**config.mk**
```make
export PLATFORM = sky130hd
export DESIGN_NAME = scan_sequencer
export DESIGN_NICKNAME = d
export VERILOG_FILES = /design/src/rtl/scan_pkg.sv /design/src/rtl/scan_timer.sv /design/src/rtl/scan_sequencer.sv
export SDC_FILE = /design/constraint.sdc
export NUM_CORES = 1
export LEC_CHECK = 0
export ABC_AREA = 1
export BUFFER_PORTS_ARGS = -buffer_cell sky130_fd_sc_hd__clkbuf_2
export CORE_ASPECT_RATIO = 0.9
export CORE_MARGIN = 3
export CORE_UTILIZATION = 35
export CTS_CLUSTER_SIZE = 25
export DETAILED_ROUTE_END_ITERATION = 12
export PLACE_DENSITY = 0.63
export SETUP_SLACK_MARGIN = 0.15
export SLEW_MARGIN = 15
export SYNTH_ARGS = -nofsm -noshare
export SYNTH_HDL_FRONTEND = slang
export SYNTH_SLANG_ARGS = --single-unit
```
**constraint.sdc**
```tcl
create_clock -name clk -period 2.8 [get_ports clk]
set_input_delay 0.42 -clock clk [delete_from_list [all_inputs] [get_ports clk]]
set_output_delay 0.42 -clock clk [all_outputs]
set_load 0.01 [all_outputs]
```
**src/rtl/scan_pkg.sv**
```systemverilog
`default_nettype none
// ============================================================================
// Module      : scan_pkg
// Description : Shared types and default widths for the sector-scan sequencer.
//               Holds the FSM state enum, default interface widths, the
//               saturation limit for the stepped angle and the watchdog limit.
// Revision    : 1.0 - initial release
// ============================================================================
package scan_pkg;

    localparam int DEF_ANGLE_DW       = 8;
    localparam int DEF_DW_INPUT       = 8;
    localparam int DEF_NPTS_DW        = 13;
    localparam int DEF_LINE_DW        = 8;
    localparam int DEF_PRI_DW         = 16;
    localparam int DEF_ANGLE_MAX      = 180;
    localparam int DEF_TIMEOUT_CYCLES = 4096;

    typedef enum logic [2:0] {
        IDLE      = 3'd0,
        ISSUE     = 3'd1,
        WAIT_DONE = 3'd2,
        DEAD      = 3'd3,
        FRAME_END = 3'd4,
        ERROR     = 3'd5
    } scan_state_t;

endpackage
`default_nettype wire

```
**src/rtl/scan_timer.sv**
```systemverilog
`default_nettype none
// ============================================================================
// Module      : scan_timer
// Description : Loadable down-counter shared between the dead-time delay and
//               the done watchdog (the two users are never active together).
//               expired is high in the cycle where the loaded count has been
//               consumed, i.e. the last of load_value enabled cycles.
// Ports       : clk, rst        - clock, async active-high reset
//               load            - reload count with load_value (wins over enable)
//               load_value      - reload value
//               enable          - count down this cycle
//               expired         - count has reached its final cycle
// Revision    : 1.0 - initial release
// ============================================================================
module scan_timer #(
    parameter int WIDTH = 16
) (
    input  logic             clk,
    input  logic             rst,
    input  logic             load,
    input  logic [WIDTH-1:0] load_value,
    input  logic             enable,
    output logic             expired
);

    logic [WIDTH-1:0] r_count;

    always_ff @(posedge clk or posedge rst) begin
        if (rst) begin
            r_count <= '0;
        end else if (load) begin
            r_count <= load_value;
        end else if (enable && (r_count != '0)) begin
            r_count <= r_count - WIDTH'(1);
        end
    end

    // A count of 1 means this is the last counted cycle, so the owner can
    // leave its state on this edge and spend exactly load_value cycles there.
    assign expired = (r_count <= WIDTH'(1));

endmodule
`default_nettype wire

```
**src/rtl/scan_sequencer.sv**
```systemverilog
`default_nettype none
// ============================================================================
// Module      : scan_sequencer
// Description : Frame controller driving the Transmitter through a sector
//               scan: one initiate per line, wait for done, programmable
//               dead time, saturating angle step, watchdog on done.
// Ports       : clk, rst                 - clock, async active-high reset
//               start, abort             - frame control pulses
//               cfg_*                    - frame configuration (latched on start)
//               tx_initiate/r_0/angle/num_points - Transmitter command outputs
//               tx_done                  - Transmitter line-complete pulse
//               busy, line_idx           - frame status
//               frame_done, err_timeout  - completion pulse, sticky watchdog error
// Revision    : 1.0 - initial release
// ============================================================================
module scan_sequencer
    import scan_pkg::*;
#(
    parameter int ANGLE_DW       = DEF_ANGLE_DW,
    parameter int DW_INPUT       = DEF_DW_INPUT,
    parameter int NPTS_DW        = DEF_NPTS_DW,
    parameter int LINE_DW        = DEF_LINE_DW,
    parameter int PRI_DW         = DEF_PRI_DW,
    parameter int ANGLE_MAX      = DEF_ANGLE_MAX,
    parameter int TIMEOUT_CYCLES = DEF_TIMEOUT_CYCLES
) (
    input  logic                clk,
    input  logic                rst,
    input  logic                start,
    input  logic                abort,
    input  logic [ANGLE_DW-1:0] cfg_angle_start,
    input  logic [ANGLE_DW-1:0] cfg_angle_step,
    input  logic [LINE_DW-1:0]  cfg_num_lines,
    input  logic [DW_INPUT-1:0] cfg_r_0,
    input  logic [NPTS_DW-1:0]  cfg_num_points,
    input  logic [PRI_DW-1:0]   cfg_pri_cycles,
    output logic                tx_initiate,
    output logic [DW_INPUT-1:0] tx_r_0,
    output logic [ANGLE_DW-1:0] tx_angle,
    output logic [NPTS_DW-1:0]  tx_num_points,
    input  logic                tx_done,
    output logic                busy,
    output logic [LINE_DW-1:0]  line_idx,
    output logic                frame_done,
    output logic                err_timeout
);

    // The shared timer is PRI_DW wide; the watchdog limit must fit in it.
    localparam logic [PRI_DW-1:0]   c_timeout_val   = PRI_DW'(TIMEOUT_CYCLES);
    localparam logic [ANGLE_DW:0]   c_angle_max_ext = (ANGLE_DW + 1)'(ANGLE_MAX);
    localparam logic [ANGLE_DW-1:0] c_angle_max     = ANGLE_DW'(ANGLE_MAX);

    scan_state_t         r_state;
    scan_state_t         w_state_next;
    logic [LINE_DW-1:0]  r_num_lines;
    logic [ANGLE_DW-1:0] r_angle_step;
    logic [PRI_DW-1:0]   r_pri_cycles;
    logic [LINE_DW-1:0]  r_line_idx;
    logic                r_err;

    logic                w_timer_load;
    logic [PRI_DW-1:0]   w_timer_value;
    logic                w_timer_enable;
    logic                w_timer_expired;
    logic                w_last_line;
    logic                w_accept;
    logic                w_advance;
    logic [ANGLE_DW:0]   w_angle_sum;
    logic [ANGLE_DW-1:0] w_angle_next;

    scan_timer #(
        .WIDTH (PRI_DW)
    ) u_timer (
        .clk        (clk),
        .rst        (rst),
        .load       (w_timer_load),
        .load_value (w_timer_value),
        .enable     (w_timer_enable),
        .expired    (w_timer_expired)
    );

    assign w_last_line    = (r_line_idx == (r_num_lines - LINE_DW'(1)));
    assign w_timer_enable = (r_state == WAIT_DONE) || (r_state == DEAD);

    // One extra bit catches the carry so an overflowing step saturates
    // instead of wrapping; once at the limit every further step stays there.
    assign w_angle_sum  = {1'b0, tx_angle} + {1'b0, r_angle_step};
    assign w_angle_next = (w_angle_sum > c_angle_max_ext) ? c_angle_max
                                                          : w_angle_sum[ANGLE_DW-1:0];

    always_comb begin
        w_state_next  = r_state;
        w_timer_load  = 1'b0;
        w_timer_value = '0;
        case (r_state)
            IDLE: begin
                if (start && !abort && (cfg_num_lines != '0)) begin
                    w_state_next = ISSUE;
                end
            end
            ISSUE: begin
                w_state_next  = WAIT_DONE;
                w_timer_load  = 1'b1;
                w_timer_value = c_timeout_val;
            end
            WAIT_DONE: begin
                // done is checked first so it wins over a same-cycle timeout
                if (tx_done) begin
                    if (w_last_line) begin
                        w_state_next = FRAME_END;
                    end else if (r_pri_cycles == '0) begin
                        w_state_next = ISSUE;
                    end else begin
                        w_state_next  = DEAD;
                        w_timer_load  = 1'b1;
                        w_timer_value = r_pri_cycles;
                    end
                end else if (w_timer_expired) begin
                    w_state_next = ERROR;
                end
            end
            DEAD: begin
                if (w_timer_expired) begin
                    w_state_next = ISSUE;
                end
            end
            FRAME_END: w_state_next = IDLE;
            ERROR:     w_state_next = IDLE;
            default:   w_state_next = IDLE;
        endcase
        if (abort && (r_state != IDLE)) begin
            w_state_next = IDLE;
        end
    end

    assign w_accept  = (r_state == IDLE) && (w_state_next == ISSUE);
    assign w_advance = ((r_state == WAIT_DONE) || (r_state == DEAD)) && (w_state_next == ISSUE);

    always_ff @(posedge clk or posedge rst) begin
        if (rst) begin
            r_state       <= IDLE;
            r_num_lines   <= '0;
            r_angle_step  <= '0;
            r_pri_cycles  <= '0;
            r_line_idx    <= '0;
            r_err         <= 1'b0;
            tx_r_0        <= '0;
            tx_angle      <= '0;
            tx_num_points <= '0;
        end else begin
            r_state <= w_state_next;
            if (w_accept) begin
                r_num_lines   <= cfg_num_lines;
                r_angle_step  <= cfg_angle_step;
                r_pri_cycles  <= cfg_pri_cycles;
                r_line_idx    <= '0;
                r_err         <= 1'b0;
                tx_r_0        <= cfg_r_0;
                tx_num_points <= cfg_num_points;
                tx_angle      <= cfg_angle_start;
            end else if (w_advance) begin
                r_line_idx <= r_line_idx + LINE_DW'(1);
                tx_angle   <= w_angle_next;
            end
            if (w_state_next == ERROR) begin
                r_err <= 1'b1;
            end
        end
    end

    assign tx_initiate = (r_state == ISSUE);
    assign frame_done  = (r_state == FRAME_END);
    assign busy        = (r_state != IDLE);
    assign line_idx    = r_line_idx;
    assign err_timeout = r_err;

endmodule
`default_nettype wire

```
Yosys cells after proc, flatten, opt, wreduce, memory -nomap -nowiden:

Cells that the tools add are included.
Widths: inputs -> output; s select.

* bitwise logic cells: 0
* div/mod/pow operators: 0
* eq/ne operators: 7
* reduce and logical (&&, ||, !) cells: 16
* $mul: 0
* shifts and indexed selects: 0
* $add $sub $neg: 4
* mux-type cells: 25
* magnitude comparators: 2

Operator list (count)
* $mux 16: 5
* $mux 8: 5
* $pmux 16 s2: 1
* $mux 3: 6
* $le 16x1->1 const B: 1
* $logic_not 16->1: 1
* $reduce_bool 16->1: 1
* $sub 16x1->16 const B: 1
* $pmux 3 s4: 1
* $add 8x8->9: 1
* $gt 9x8->1 const B: 1
* $add 8x1->8 const B: 1
* $eq 8x8->1: 1
* $reduce_bool 8->1: 1
* $sub 8x1->8 const B: 1
* $eq 3x1->1 const B: 2
* $eq 3x2->1 const B: 2
* $eq 3x3->1 const B: 2
* $logic_and 1x1->1: 6
* $reduce_bool 2->1: 3
* $mux 1: 5
* $logic_not 3->1: 1
* $reduce_bool 3->1: 1
* $mux 2: 1
* 3 further kinds: 3

* memory bits (writable): 0
* output and inout bits: 41
* register bits: 89
* bits in latches: 0
* memory bits (read-only): 0
* memories: 0
* logic and storage cells: 64

Longest topological paths before layout:

Gate-level depths: netlist of the first run.

* word-level depth: 10
* depth in mapped cells: 17
* mapped depth without buffers: 17

Modules after synthesis:

From an unflattened synthesis of the first run, not the netlist that was laid out.

* cell total of the unflattened synthesis: 751
* area, all modules: 5330.1 µm²

Modules (own cells, without submodules)
* scan_sequencer: instances 1, seq. area each 1826.8 µm², area an instance 4076.4 µm², cells an instance 570
* scan_timer: instances 1, seq. area each 400.4 µm², area an instance 1253.7 µm², cells an instance 181

Worst setup path before layout of the first run:

No wires, ideal clock.

* path type: flip-flop to flip-flop
* start point: register r_num_lines[0]
* end point: register u_timer.r_count[4]
* data required time: 2683 ps
* arrival: 1943 ps
* path buffers: 2
* cell stages (with the launch flop): 17
* setup slack: 740 ps
* period minus slack after synthesis: 2060 ps
* path through: dfrtp_1 > inv_2 > ha_1 > nand2_1 > inv_1 > nor2_1 > nand2_1 > nor2_2 > nand3_1 > nor2_2 > nand2_2 > nand2_2 > buf_12 > nand3_4 > buf_6 > o21ai_1 > inv_1

* cells in the longest elaborated chain, start to end: 6
* elaborated cells between the ends (all ways): 10
* those cells by class: 1 x add/sub; 1 x eq/ne; 7 x mux; 1 x reduce/logical

Ends and longest elaborated chain
* start, declared: RTL line scan_sequencer.sv:55 `logic [LINE_DW-1:0] r_num_lines;`
* start signal, assigned: RTL line scan_sequencer.sv:153 `r_num_lines <= cfg_num_lines;`
* $sub 8x1->8 (*): RTL line scan_sequencer.sv:82 `assign w_last_line = (r_line_idx == (r_num_lines - LINE_DW'(1)));`
* $eq 8x8->1 (*): RTL line scan_sequencer.sv:82
* $mux 16 / $mux 1 (equally long branches): RTL line scan_sequencer.sv:109 `if (w_last_line) begin`
* $mux 16 / $mux 1 (equally long branches): RTL line scan_sequencer.sv:108 `if (tx_done) begin`
* $pmux 16 s2 / $pmux 1 s2 (equally long branches): RTL line scan_sequencer.sv:95 `case (r_state)`
* $mux 16 / $reduce_bool 2->1 (equally long branches)
* end signal, assigned: RTL line scan_timer.sv:32 `r_count <= load_value;`
* end signal, assigned: RTL line scan_timer.sv:34 `r_count <= r_count - WIDTH'(1);`
* end, declared: RTL line scan_timer.sv:26 `logic [WIDTH-1:0] r_count;`

Mark *: on every way between the ends. The rest lies on a longest branch, timed or not.
A chain may end at the register's enable or synchronous reset.

Final worst setup path of the first run:

* start point: register r_num_lines[0]
* end point: register r_line_idx[3], in the netlist line_idx[3]

* cells in the longest elaborated chain, start to end: 9
* elaborated cells between the ends (all ways): 11
* those cells by class: 1 x add/sub; 2 x eq/ne; 5 x mux; 3 x reduce/logical

Ends and longest elaborated chain
* $sub 8x1->8 (*): RTL line scan_sequencer.sv:82
* $eq 8x8->1 (*): RTL line scan_sequencer.sv:82
* $mux 3 (*): RTL line scan_sequencer.sv:109
* $mux 3 (*): RTL line scan_sequencer.sv:108
* $pmux 3 s4 (*): RTL line scan_sequencer.sv:95
* $mux 3 (*): RTL line scan_sequencer.sv:131 `if (abort && (r_state != IDLE)) begin`
* $eq 3x1->1 (*): RTL line scan_sequencer.sv:136, scan_sequencer.sv:137
* $logic_and 1x1->1, on equally long branches: RTL line scan_sequencer.sv:136, scan_sequencer.sv:137
* $mux 8 / $reduce_bool 2->1 (equally long branches)
* end signal, assigned: RTL line scan_sequencer.sv:162 `r_line_idx <= r_line_idx + LINE_DW'(1);`
* end, declared: RTL line scan_sequencer.sv:58 `logic [LINE_DW-1:0] r_line_idx;`

Marks and branches as above.

==> metrics.md, run 1 <==
| Metric | Value |
|---|---|
| Status | completed |
| Post-CTS setup buffer count | 0 |
| Via count | 4638 |
| Grt met2 use | 24.8% |
| Number of synthesized flops with an enable pin | 0 |
| # IOs | 107 |
| Drt drc | 0 |
| Nets | 892 |
| RSZ-0062 raised after global routing | false |
| CP arrival | 2.60 ns |
| Synth Flop Type | dfrtp_1 |
| Rel. slew slack | 47.5% |
| Total Power | 0.00748 W |
| Syn Inst Count | 713 |
| Data required, critical path | 3.05 ns |
| Crit path time final | 2.35 ns |
| Pins Over Slew Limit | 0 |
| H-tree depth | 3 |
| Worst-path clk slew | 0.07 ns |
| Cells along the critical path | inv_2, ha_1, nand2_1, inv_1, nor2_1, nand2_1, nor2_2, nand3_1, nor2_2, nand2_2, nand2_2, nand3_4, clkinv_1, nand4_4, nand2_1, nand2_1 |
| TritonCTS clock tree | yes |
| HP Class | input pin to async pin |
| Clock Path Buffers | 2 |
| Power per cell area | 1190 mW/mm^2 |
| CTS Buf Count | 9 |
| Max frequency | 425 MHz |
| Core ar. | 0.0144 sq mm |
| Final setup violation count | 0 |
| Routed wire per std cell | 13.0 um |
| Core Util, Final | 43.7% |
| Endpoint class of the critical path | flop |
| Clk network pwr share | 18.5% |
| Final hold vios | 0 |
| CP Launch Type | flop |
| CP Class | flop to flop |
| Drt first pass iters | 5 |
| Flops & latches, synth | 89 |
| Congestion Overflow GR | 0 |
| Initial Utilization | 36.7% |
| Reg power frac | 31.5% |
| Cell Int Power | 0.00414 W |
| Post-synth ARST share | 100% |
| IO buf count | 106 |
| Final wirelength | 13100 um |
| Initial DRC count | 193 |
| DP HPWL | 9570 um |
| Detail Route Antenna Nets | 0 |
| Die W | 136 um |
| Final Cycle Share | 84.0% |
| ANT cells | 0 |
| Die height | 123 um |
| DP Cell Count | 995 |
| Setup TNS | 0 ns |
| Syn_nets | 792 |
| Synth Warn # | 0 |
| Cell family with most CP delay | simple AND/OR/NAND/NOR gates |
| Die area | 0.0166 sq mm |
| Vias per inst | 4.59 |
| GR Util All Layers | 16.6% |
| # resized after CTS | 0 |
| Most Frequent Cell on Critical Path | nand2_1 |
| Slowest Stage Delay on Critical Path | 0.38 ns |
| Vias in the first global route | 4570 |
| Slowest-stage cell, CP | dfrtp_1 |
| Sink Count | 89 |
| Yosys cell types | 47 |
| Sw Ratio | 44.6% |
| Max-cap check violation count | 0 |
| GRT busiest layer | met2 |
| Least-Margin Pin Slew | 0.786 ns |
| Area growth, synth to finish | 19.3% |
| Cell Area, Synth | 0.00529 sq mm |
| P_sw | 0.00333 W |
| M3 GR Usage | 5.08% |
| Worst-skew pair later-pin latency | 0.35 ns |
| Comb power frac | 49.9% |
| Clock Root Buffer | clkbuf_16 |
| Avg Cell Area, Syn | 7.41 sq um |
| Buf/Inv on CP | 3 |
| GP Congestion | 0.848 |
| # rows | 41 |
| Crit Path Max Fanout | 16 |
| Leak Pwr | 3.44 nW |
| GR Util met1 | 23.2% |
| Filler instances | 1464 |
| First-pass GRT wire length | 22100 um |
| Initial antenna violation count | 0 |
| Largest net degree at the start of global routing | 48 |
| Peak supply drop | 0.000414 V |
| CTS Hold Buffers Added | 0 |
| Fraction of layout cells with a size suffix above 1 | 20.4% |
| Final cell count without fillers | 1010 |
| Clk_skew | 0.00797 ns |
| Post-synthesis sequential area ratio | 42.1% |
state kept, by name, summed over array words and instances, names as in the netlist:
signal / cells
r_pri_cycles: 16
u_timer.r_count: 16
tx_num_points: 13
line_idx: 8
r_angle_step: 8
r_num_lines: 8
tx_angle: 8
tx_r_0: 8
r_state: 3
err_timeout: 1
cell type report:
class                           count  area, sq um  area share, %
Tap cell                          193          241           3.83
Sequential cell                    89         2230           35.3
Clock inverter                      6          108           1.71
Inverter                          100          379           6.01
Timing Repair Buffer              111          581           9.21
Clock buffer                        9          225           3.57
Multi-Input combinational cell    502         2540           40.3
cell usage after synthesis, types with 6 or more instances:
cell type | n | area share, %
xor2_1 | 11 | 1.8
nand2_1 | 250 | 18
nand3_1 | 39 | 3.7
nand2_2 | 6 | 0.71
a21oi_1 | 18 | 1.7
o22ai_1 | 10 | 1.2
ha_1 | 12 | 2.8
nor3_1 | 6 | 0.57
nor2_2 | 7 | 0.83
inv_1 | 95 | 6.7
nand4_1 | 12 | 1.4
o21ai_0 | 34 | 3.2
dfrtp_1 | 89 | 42
nor2_1 | 50 | 3.6
clkbuf_1 | 13 | 0.92
layout by cell type, fill, tap and decap left out, types with 5 or more instances in the layout:
cell type  count
nor2_2         7
ha_1          12
nand2_2        6
o22ai_1       10
o21ai_1        5
nor3_1         6
nand4_1       12
xor2_1        11
o21ai_0       34
dfrtp_1       89
a21oi_1       18
clkbuf_2     106
xnor2_1        5
clkbuf_16      9
nand3_1       39
inv_1         93
nand2_1      250
nor2_1        50
inv_2          5
path summary, 6_finish.rpt:
kind / slack, ns / from / to / depth (start not counted)
worst max-delay path: 0.45 / r_num_lines[0]$_DFFE_PP0P_ / line_idx[3]$_DFFE_PP0P_ / 16
worst min-delay path: 0.15 / rst / r_pri_cycles[3]$_DFFE_PP0P_ / 2
worst max register to register: 0.45 / r_num_lines[0]$_DFFE_PP0P_ / line_idx[3]$_DFFE_PP0P_ / 16
worst min register to register: 0.48 / tx_num_points[12]$_DFFE_PP0P_ / tx_num_points[12]$_DFFE_PP0P_ / 2
max in group asynchronous: 1.95 / rst / r_pri_cycles[13]$_DFFE_PP0P_ / 3
min in group clk: 0.26 / cfg_num_points[2] / tx_num_points[2]$_DFFE_PP0P_ / 3
power by group through the flow:
stage	Sequential (W)	Combinational, W	Clock [W]
floorplan	0.00237	0.00283	0
global placement	0.00237	0.00368	0
detailed placement	0.00236	0.00376	0
CTS	0.00236	0.00377	0.00142
global route	0.00244	0.00434	0.00147
finish	0.00236	0.00373	0.00138
logic make-up (layout without fill, tap and decap cells):
group,count (synthesis),count (layout),share of synthesized area (%)
flip-flops,89,89,42.1
buffers and inverters,122,226,9.75
XOR/XNOR,16,16,2.65
AO/OA/AOI/OAI,81,81,9.14
adder cells (fa/ha/maj),13,13,3.22
AND/OR/NAND/NOR,392,392,33.1
per-stage QoR:
| stage | worst slack [ns] | hold slack [ns] | instance area, sq um |
|---|---|---|---|
| 4_1_cts | 0.419 | 0.167 | 6300 |
| 5_1_grt | 0.185 | 0.201 | 6300 |
| 6_report | 0.449 | 0.153 | 6300 |
| 3_3_place_gp | 0.497 | 0.466 | 5970 |
| 2_1_floorplan | 0.740 | 0.453 | 5290 |
| 3_5_place_dp | 0.416 | 0.464 | 5970 |
routing by layer:
| metal | part of all wire (%) | vias to the layer above | wire (um) |
|---|---|---|---|
| li1 | - | 2429 | - |
| met1 | 50 | 2076 | 6600 |
| met2 | 42 | 112 | 5510 |
| met3 | 6.1 | 21 | 796 |
| met4 | 1.6 | 0 | 214 |
| met5 | 0 | - | 0 |
No activity file was read; power rests on OpenSTA's default activity.
==> run 2, diff against run 1 <==
==> constraint.sdc (replaced) <==
create_clock -name clk -period 2.03 [get_ports clk]
set_input_delay 0.3045 -clock clk [delete_from_list [all_inputs] [get_ports clk]]
set_output_delay 0.3045 -clock clk [all_outputs]
set_load 0.01 [all_outputs]
==> run 2 against run 1 <==
Compared with the run above:
- the run now ends with negative setup slack left
- register-to-register slack got worse by 0.52 ns
- clock skew fell by 0.0013 ns
- fmax rose by 12%
- cell count rose by 4.7%
- via count rose by 5.9%
- final area rose by 7.7%
- critical path type unchanged
- count of clock-buffer cells in the layout rose by 1
- hold slack got worse by 0.075 ns
- sequential share of layout area fell by 2.5 points
- clock power rose by 23%
- flip-flop and latch count did not move
- utilization rose by 3.4 points
==> metrics.md, run 2 (synthesis gave the netlist of run 1 again) <==
| Metric | Value |
|---|---|
| Power per cell area | 1650 mW/mm^2 |
| Crit Path Max Fanout | 8 |
| CTS Buf Count | 9 |
| ANT cells | 0 |
| Largest regs | r_pri_cycles: 16 flops, u_timer.r_count: 16 flops, tx_num_points: 13 flops |
| Peak supply drop | 0.000698 V |
| Vias per inst | 4.65 |
| Vias in the first global route | 4601 |
| Initial antenna violation count | 0 |
| H-tree depth | 3 |
| CP Class | flop to flop |
| Worst-skew pair later-pin latency | 0.35 ns |
| Final setup violation count | 20 |
| Buf/Inv on CP | 3 |
| Reg2reg path depth | 16 |
| GP Congestion | 0.899 |
| HP Class | input pin to async pin |
| Congestion Overflow GR | 0 |
| Rel. slew slack | 67.6% |
| Final hold vios | 0 |
| Drt drc | 0 |
| Multi-input logic area | 0.00268 sq mm |
| Core Util, Final | 47.1% |
| Max-cap check violation count | 0 |
| IO buf count | 106 |
| First-pass GRT wire length | 23000 um |
| Least-Margin Pin Slew | 0.486 ns |
| Commonest cells after routing, fill and taps aside | nand2_1 (245), clkbuf_2 (106), inv_1 (89), dfrtp_1 (89), nor2_1 (46) |
| Detail Route Antenna Nets | 0 |
| Slowest-stage cell, CP | dfrtp_1 |
| Final Cycle Share | 104% |
| Endpoint class of the critical path | flop |
| Sequential Area | 0.00223 sq mm |
| Initial Utilization | 36.7% |
| Pre-CTS WS | -0.0477 ns |
| Nets | 938 |
| # rows | 41 |
| Levels on crit path | 16 |
| Crit path time final | 2.10 ns |
| Initial DRC count | 298 |
| Sink Count | 89 |
| Clock Root Buffer | clkbuf_16 |
| CP Launch Type | flop |
| GR Util All Layers | 17.5% |
| Die area | 0.0166 sq mm |
| Slowest Stage Delay on Critical Path | 0.39 ns |
| Filler instances | 1438 |
| Pins Over Slew Limit | 0 |
| RSZ-0062 raised after global routing | true |
| Routed wire per std cell | 13.4 um |
| Fin worst setup slack | -0.0735 ns |
| Max frequency | 475 MHz |
| Drt first pass iters | 4 |
| Worst-path clk slew | 0.07 ns |
| Via count | 4913 |
| Cell family with most CP delay | simple AND/OR/NAND/NOR gates |
| Clock Path Buffers | 2 |
| Fraction of layout cells with a size suffix above 1 | 27.7% |
| Die height | 123 um |
| Clk_skew | 0.00668 ns |
| TritonCTS clock tree | yes |
| Failing checks | negative setup slack |
| Final wirelength | 14200 um |
| Data required, critical path | 2.27 ns |
| Largest net degree at the start of global routing | 90 |
| Status | finished with violations |
| # IOs | 107 |
| Cells along the critical path | inv_2, ha_4, nand2_2, inv_2, nor2_2, nand2_1, nor2_2, nand3_1, nor2_2, nand2_2, nand2_4, nand3_4, clkinv_4, nand4_4, nand2_1, nand2_1 |
| Die W | 136 um |
| CP arrival | 2.35 ns |
| Core ar. | 0.0144 sq mm |
| DP HPWL | 9830 um |
| Leak Pwr | 3.66 nW |
| Most common cell after layout, fill and taps aside | nand2_1 |
| Area growth, synth to finish | 28.5% |
-- run 2: cell types whose count changed in the layout (fill, tap and decap cells not counted), moves of 5 or more --
| cell | previous run | this run |
|---|---|---|
| a21oi_1 | 18 | 13 |
| a21oi_2 | 1 | 6 |
| buf_4 | 4 | 42 |
| nand2_1 | 250 | 245 |
-- run 2: path summary, 6_finish.rpt --
kind | from | endpoint | slack [ns]
worst max-delay path | r_num_lines[1]$_DFFE_PP0P_ | tx_angle[1]$_DFFE_PP0P_ | -0.07
worst min-delay path | rst | tx_num_points[11]$_DFFE_PP0P_ | 0.08
worst max register to register | r_num_lines[1]$_DFFE_PP0P_ | tx_angle[1]$_DFFE_PP0P_ | -0.07
worst min register to register | tx_num_points[12]$_DFFE_PP0P_ | tx_num_points[12]$_DFFE_PP0P_ | 0.48
max in group asynchronous | rst | tx_angle[4]$_DFFE_PP0P_ | 1.58
min in group clk | cfg_num_points[0] | tx_num_points[0]$_DFFE_PP0P_ | 0.14
-- run 2: tightest hold or removal path, stage by stage --
cell and delay, ns:
clkbuf_2 0.10, clkinvlp_4 0.07, buf_12 0.38
-- run 2: per-layer routing --
metal  vias up  track usage, %  part of all wire (%)
met3        17            4.26                   6.3
met5         -               0                     0
met4         0            5.04                   1.5
li1       2538               -                     -
met2       144            25.7                    42
met1      2214            25.7                    50
-- run 2: metrics by stage --
| step | std cells | cell area (sq um) | power (W) | hold slack, ns | setup TNS (ns) |
|---|---|---|---|---|---|
| floorplan | 713 | 5330 | 0.00729 | 0.414 | 0 |
| global placement | 1029 | 6290 | 0.00901 | 0.462 | 0 |
| detailed placement | 1029 | 6290 | 0.00907 | 0.466 | -0.387 |
| CTS | 1048 | 6650 | 0.0109 | 0.0958 | 0 |
| global route | 1057 | 6790 | 0.0123 | 0.120 | -6.74 |
| finish | 1057 | 6790 | 0.0112 | 0.0776 | -0.899 |
-- run 2: repair_timing --
item	CTS	global route
gates cloned	2	3
pin swaps	3	14
hold buffers	0	0
gates resized for setup	6	14
setup buffers	1	6
endpoints found under the setup margin	33	58
-- run 2: area by class of cell --
type | instances | share of cell area (%)
Multi-Input combinational cell | 506 | 39.5
Sequential cell | 89 | 32.8
Timing Repair Buffer | 153 | 14.1
Inverter | 100 | 5.66
Tap cell | 193 | 3.56
Clock buffer | 10 | 3.37
Clock inverter | 6 | 1.01
-- run 2: where the power goes --
group          switching (W)  total, W  leakage, nW  internal, W
logic                0.00370   0.00631         2.42      0.00261
registers           0.000623   0.00323         1.11      0.00260
clock network       0.000741   0.00170        0.131     0.000957
==> run 3, diff against run 2 <==
--- a/config.mk
+++ b/config.mk
@@ -5,14 +5,12 @@
 export SDC_FILE = /design/constraint.sdc
 export NUM_CORES = 1
 export LEC_CHECK = 0
-export ABC_AREA = 1
 export BUFFER_PORTS_ARGS = -buffer_cell sky130_fd_sc_hd__clkbuf_2
 export CORE_ASPECT_RATIO = 0.9
-export CORE_MARGIN = 3
 export CORE_UTILIZATION = 35
 export CTS_CLUSTER_SIZE = 25
 export DETAILED_ROUTE_END_ITERATION = 12
-export PLACE_DENSITY = 0.63
+export PLACE_DENSITY = 0.64
 export SETUP_SLACK_MARGIN = 0.15
 export SLEW_MARGIN = 15
 export SYNTH_ARGS = -nofsm -noshare
==> run 3 against run 2 <==
Compared with the run above:
- routed wire length shrank 2.2%
- worst setup slack got worse by 0.54 ns
- largest power group unchanged
- via count is 4.7% lower
- critical endpoint is now line_idx[2]$_DFFE_PP0P_
- the flow still finishes with violations (negative setup slack)
- count of clock-buffer cells in the layout did not move
- cell count down 11%
- global-route usage increased by 3.0 points
==> metrics.md, run 3 <==
| Metric | Value |
|---|---|
| Status | finished with violations |
| Failing checks | negative setup slack |
| Main combinational cell family by area after synthesis | simple AND/OR/NAND/NOR gates |
| HP Class | input pin to async pin |
| Leak Pwr | 3.66 nW |
| Die area | 0.0144 sq mm |
| GRT busiest layer | met2 |
| Via count | 4680 |
| Clock Path Buffers | 2 |
| Congestion Overflow GR | 0 |
| # rows | 40 |
| Max frequency | 378 MHz |
| Finished Cell Area | 0.00736 sq mm |
| Cells along the critical path | or4_1, or3_4, nor3_4, o311a_4, o221ai_4, buf_6, nor4_4, mux2i_1 |
| Nets | 851 |
| First-pass GRT wire length | 23100 um |
| Drt drc | 0 |
| Fraction of layout cells with a size suffix above 1 | 43.5% |
| CTS Buf Count | 9 |
| Crit path time final | 2.64 ns |
| Cell Area, Synth | 0.00486 sq mm |
| Yosys cell types | 66 |
| Slowest-stage cell, CP | or4_1 |
| Final Cycle Share | 130% |
| Final setup violation count | 36 |
| Pins Over Slew Limit | 0 |
| Syn_nets | 620 |
| Avg Cell Area, Syn | 8.99 sq um |
| Area post-placement | 0.00655 sq mm |
| GP Congestion | 0.899 |
| Core ar. | 0.0135 sq mm |
| RSZ-0062 raised after global routing | true |
| Clock Root Buffer | clkbuf_16 |
| Area growth, synth to finish | 51.2% |
| Flops & latches, synth | 89 |
| Die height | 114 um |
| CP Launch Type | flop |
| Post-synth top cells | nand2_1 (185), dfrtp_1 (89), clkbuf_1 (18), xnor2_1 (18) |
| Die W | 126 um |
| Initial Utilization | 36.1% |
| H-tree depth | 3 |
| DP Cell Count | 914 |
| Largest net degree at the start of global routing | 90 |
| Cell family with most CP delay | simple AND/OR/NAND/NOR gates |
| Fin Hold WS | 0.0605 ns |
| Grt met2 use | 34.3% |
| Synth area leader | dfrtp_1 |
| CP arrival | 2.91 ns |
| Rel. slew slack | 67.7% |
| Most common cell after layout, fill and taps aside | nand2_1 |
| Synth top area share | 45.8% |
| Worst-skew pair later-pin latency | 0.35 ns |
| Peak supply drop | 0.000786 V |
| Post-synth ARST share | 100% |
| Max-cap check violation count | 0 |
| Power per cell area | 1610 mW/mm^2 |
| Clk_skew | 0.00670 ns |
| Synth Area in Compound Gates | 11.7% |
| Syn Inst Count | 541 |
| TritonCTS clock tree | yes |
| CP Class | flop to flop |
| Detail Route Antenna Nets | 0 |
| Drt first pass iters | 4 |
| Endpoint class of the critical path | flop |
| Vias in the first global route | 4770 |
| Buf/Inv on CP | 1 |
| IO buf count | 106 |
| Initial antenna violation count | 0 |
| XOR/XNOR Fraction of Synth Area | 4.81% |
| Post-synthesis sequential area ratio | 45.8% |
| CTS Hold Buffers Added | 0 |
| # IOs | 107 |
| Top cells by area, synth | dfrtp_1 (46%), nand2_1 (14%), xnor2_1 (3.2%) |
| GR Util met1 | 25.6% |
| Worst-path clk slew | 0.07 ns |
| Synth Warn # | 0 |
| Post-Synth Adder-Cell Area | 3.50% |
| Final cell count without fillers | 945 |
| Data required, critical path | 2.29 ns |
| Simple-gate share of the synthesized area | 28.3% |
| Routed wire per std cell | 14.6 um |
| Initial DRC count | 161 |
| Final wirelength | 13800 um |
| Synth Flop Type | dfrtp_1 |
| DP HPWL | 10000 um |
| Least-Margin Pin Slew | 0.485 ns |
| Sink Count | 89 |
| Final hold vios | 0 |
| Slowest Stage Delay on Critical Path | 0.51 ns |
| Commonest cells after routing, fill and taps aside | nand2_1 (176), buf_4 (118), clkbuf_2 (106), dfrtp_1 (86), xnor2_1 (18) |
| Mux share of post-synthesis cell area | 2.57% |
| Fin worst setup slack | -0.615 ns |
| Most frequent cell after synthesis | nand2_1 |
| Crit Path Max Fanout | 5 |
| GR Util All Layers | 20.5% |
| Number of synthesized flops with an enable pin | 0 |
| M3 GR Usage | 5.39% |
| Vias per inst | 4.95 |
| Largest regs | r_pri_cycles: 16 flops, u_timer.r_count: 16 flops, tx_num_points: 13 flops |
| ANT cells | 0 |
-- run 3: changes by cell type in the layout (fill, tap and decap cells not counted), sizes merged, moves of 8 or more --
cell,delta
inv,-80
nor3,+9
a21oi,-13
nand2,-76
nor4,+19
mux2i,+8
xnor2,+13
o21ai,-25
buf,+90
nor2,-48
o22ai,-12
nand3,-37
nand4,-8
-- run 3: power breakdown --
group / switching, W / internal [W] / leakage, nW
logic: 0.00345 / 0.00369 / 2.41
registers: 0.000577 / 0.00255 / 1.12
clock network: 0.000740 / 0.000846 / 0.138
-- run 3: kinds of logic (layout without fill, tap and decap cells) --
kind of cell               count (synthesis)  in the layout
AOI/OAI and AO/OA                         75             75
adders and majority gates                 13             13
and+or+nand+nor                          289            289
xor gates and xnor gates                  25             25
DFF                                       89             89
buffers and inverters                     39            275
muxes                                     11             11
-- run 3: metal layers --
layer / wire [um] / up-vias
met1: 6310 / 2200
met3: 706 / 27
li1: - / 2326
met2: 6530 / 127
met5: 0 / -
met4: 291 / 0
-- run 3: worst min-delay path, stage by stage --
cell        delay (ns)
clkbuf_2          0.10
clkinvlp_4        0.07
buf_12            0.37
-- run 3: worst paths after layout --
kind | from | to | slack, ns | cells after the start
setup / recovery | u_timer.r_count[13]$_DFFE_PP0P_ | line_idx[2]$_DFFE_PP0P_ | -0.61 | 8
hold / removal | rst | r_pri_cycles[6]$_DFFE_PP0P_ | 0.06 | 3
setup reg to reg | u_timer.r_count[13]$_DFFE_PP0P_ | line_idx[2]$_DFFE_PP0P_ | -0.61 | 8
hold reg to reg | tx_r_0[7]$_DFFE_PP0P_ | tx_r_0[7]$_DFFE_PP0P_ | 0.48 | 2
max in group asynchronous | rst | r_state[1]$_DFF_PP0_ | 1.56 | 3
min in group clk | cfg_num_points[3] | tx_num_points[3]$_DFFE_PP0P_ | 0.14 | 3
-- run 3: what timing repair did --
action                     4_1_cts  5_1_grt
buffers inserted                11        3
gates resized for setup         51       40
pin swaps                       12       12
setup endpoints to repair       37       39
cloned                           1        0
-- run 3: area by class of cell --
cell class / instances / area [sq um]
Inverter: 17 / 68.8
Clock buffer: 10 / 229
Multi-Input combinational cell: 413 / 2920
Clock inverter: 6 / 48.8
Fill cell: 1187 / 6110
Timing Repair Buffer: 242 / 1650
Tap cell: 168 / 210
Sequential cell: 89 / 2230
-- run 3: metrics by stage --
stage | setup TNS (ns) | worst slack, ns | util (%) | power, W
CTS | -13.47 | -0.623 | 53.1 | 0.0115
global route | -20.29 | -0.736 | 54.6 | 0.0127
global placement | -14.06 | -0.556 | 48.6 | 0.00910
detailed placement | -16.64 | -0.684 | 48.6 | 0.00930
finish | -15.51 | -0.615 | 54.6 | 0.0118
floorplan | -10.92 | -0.586 | - | 0.00655
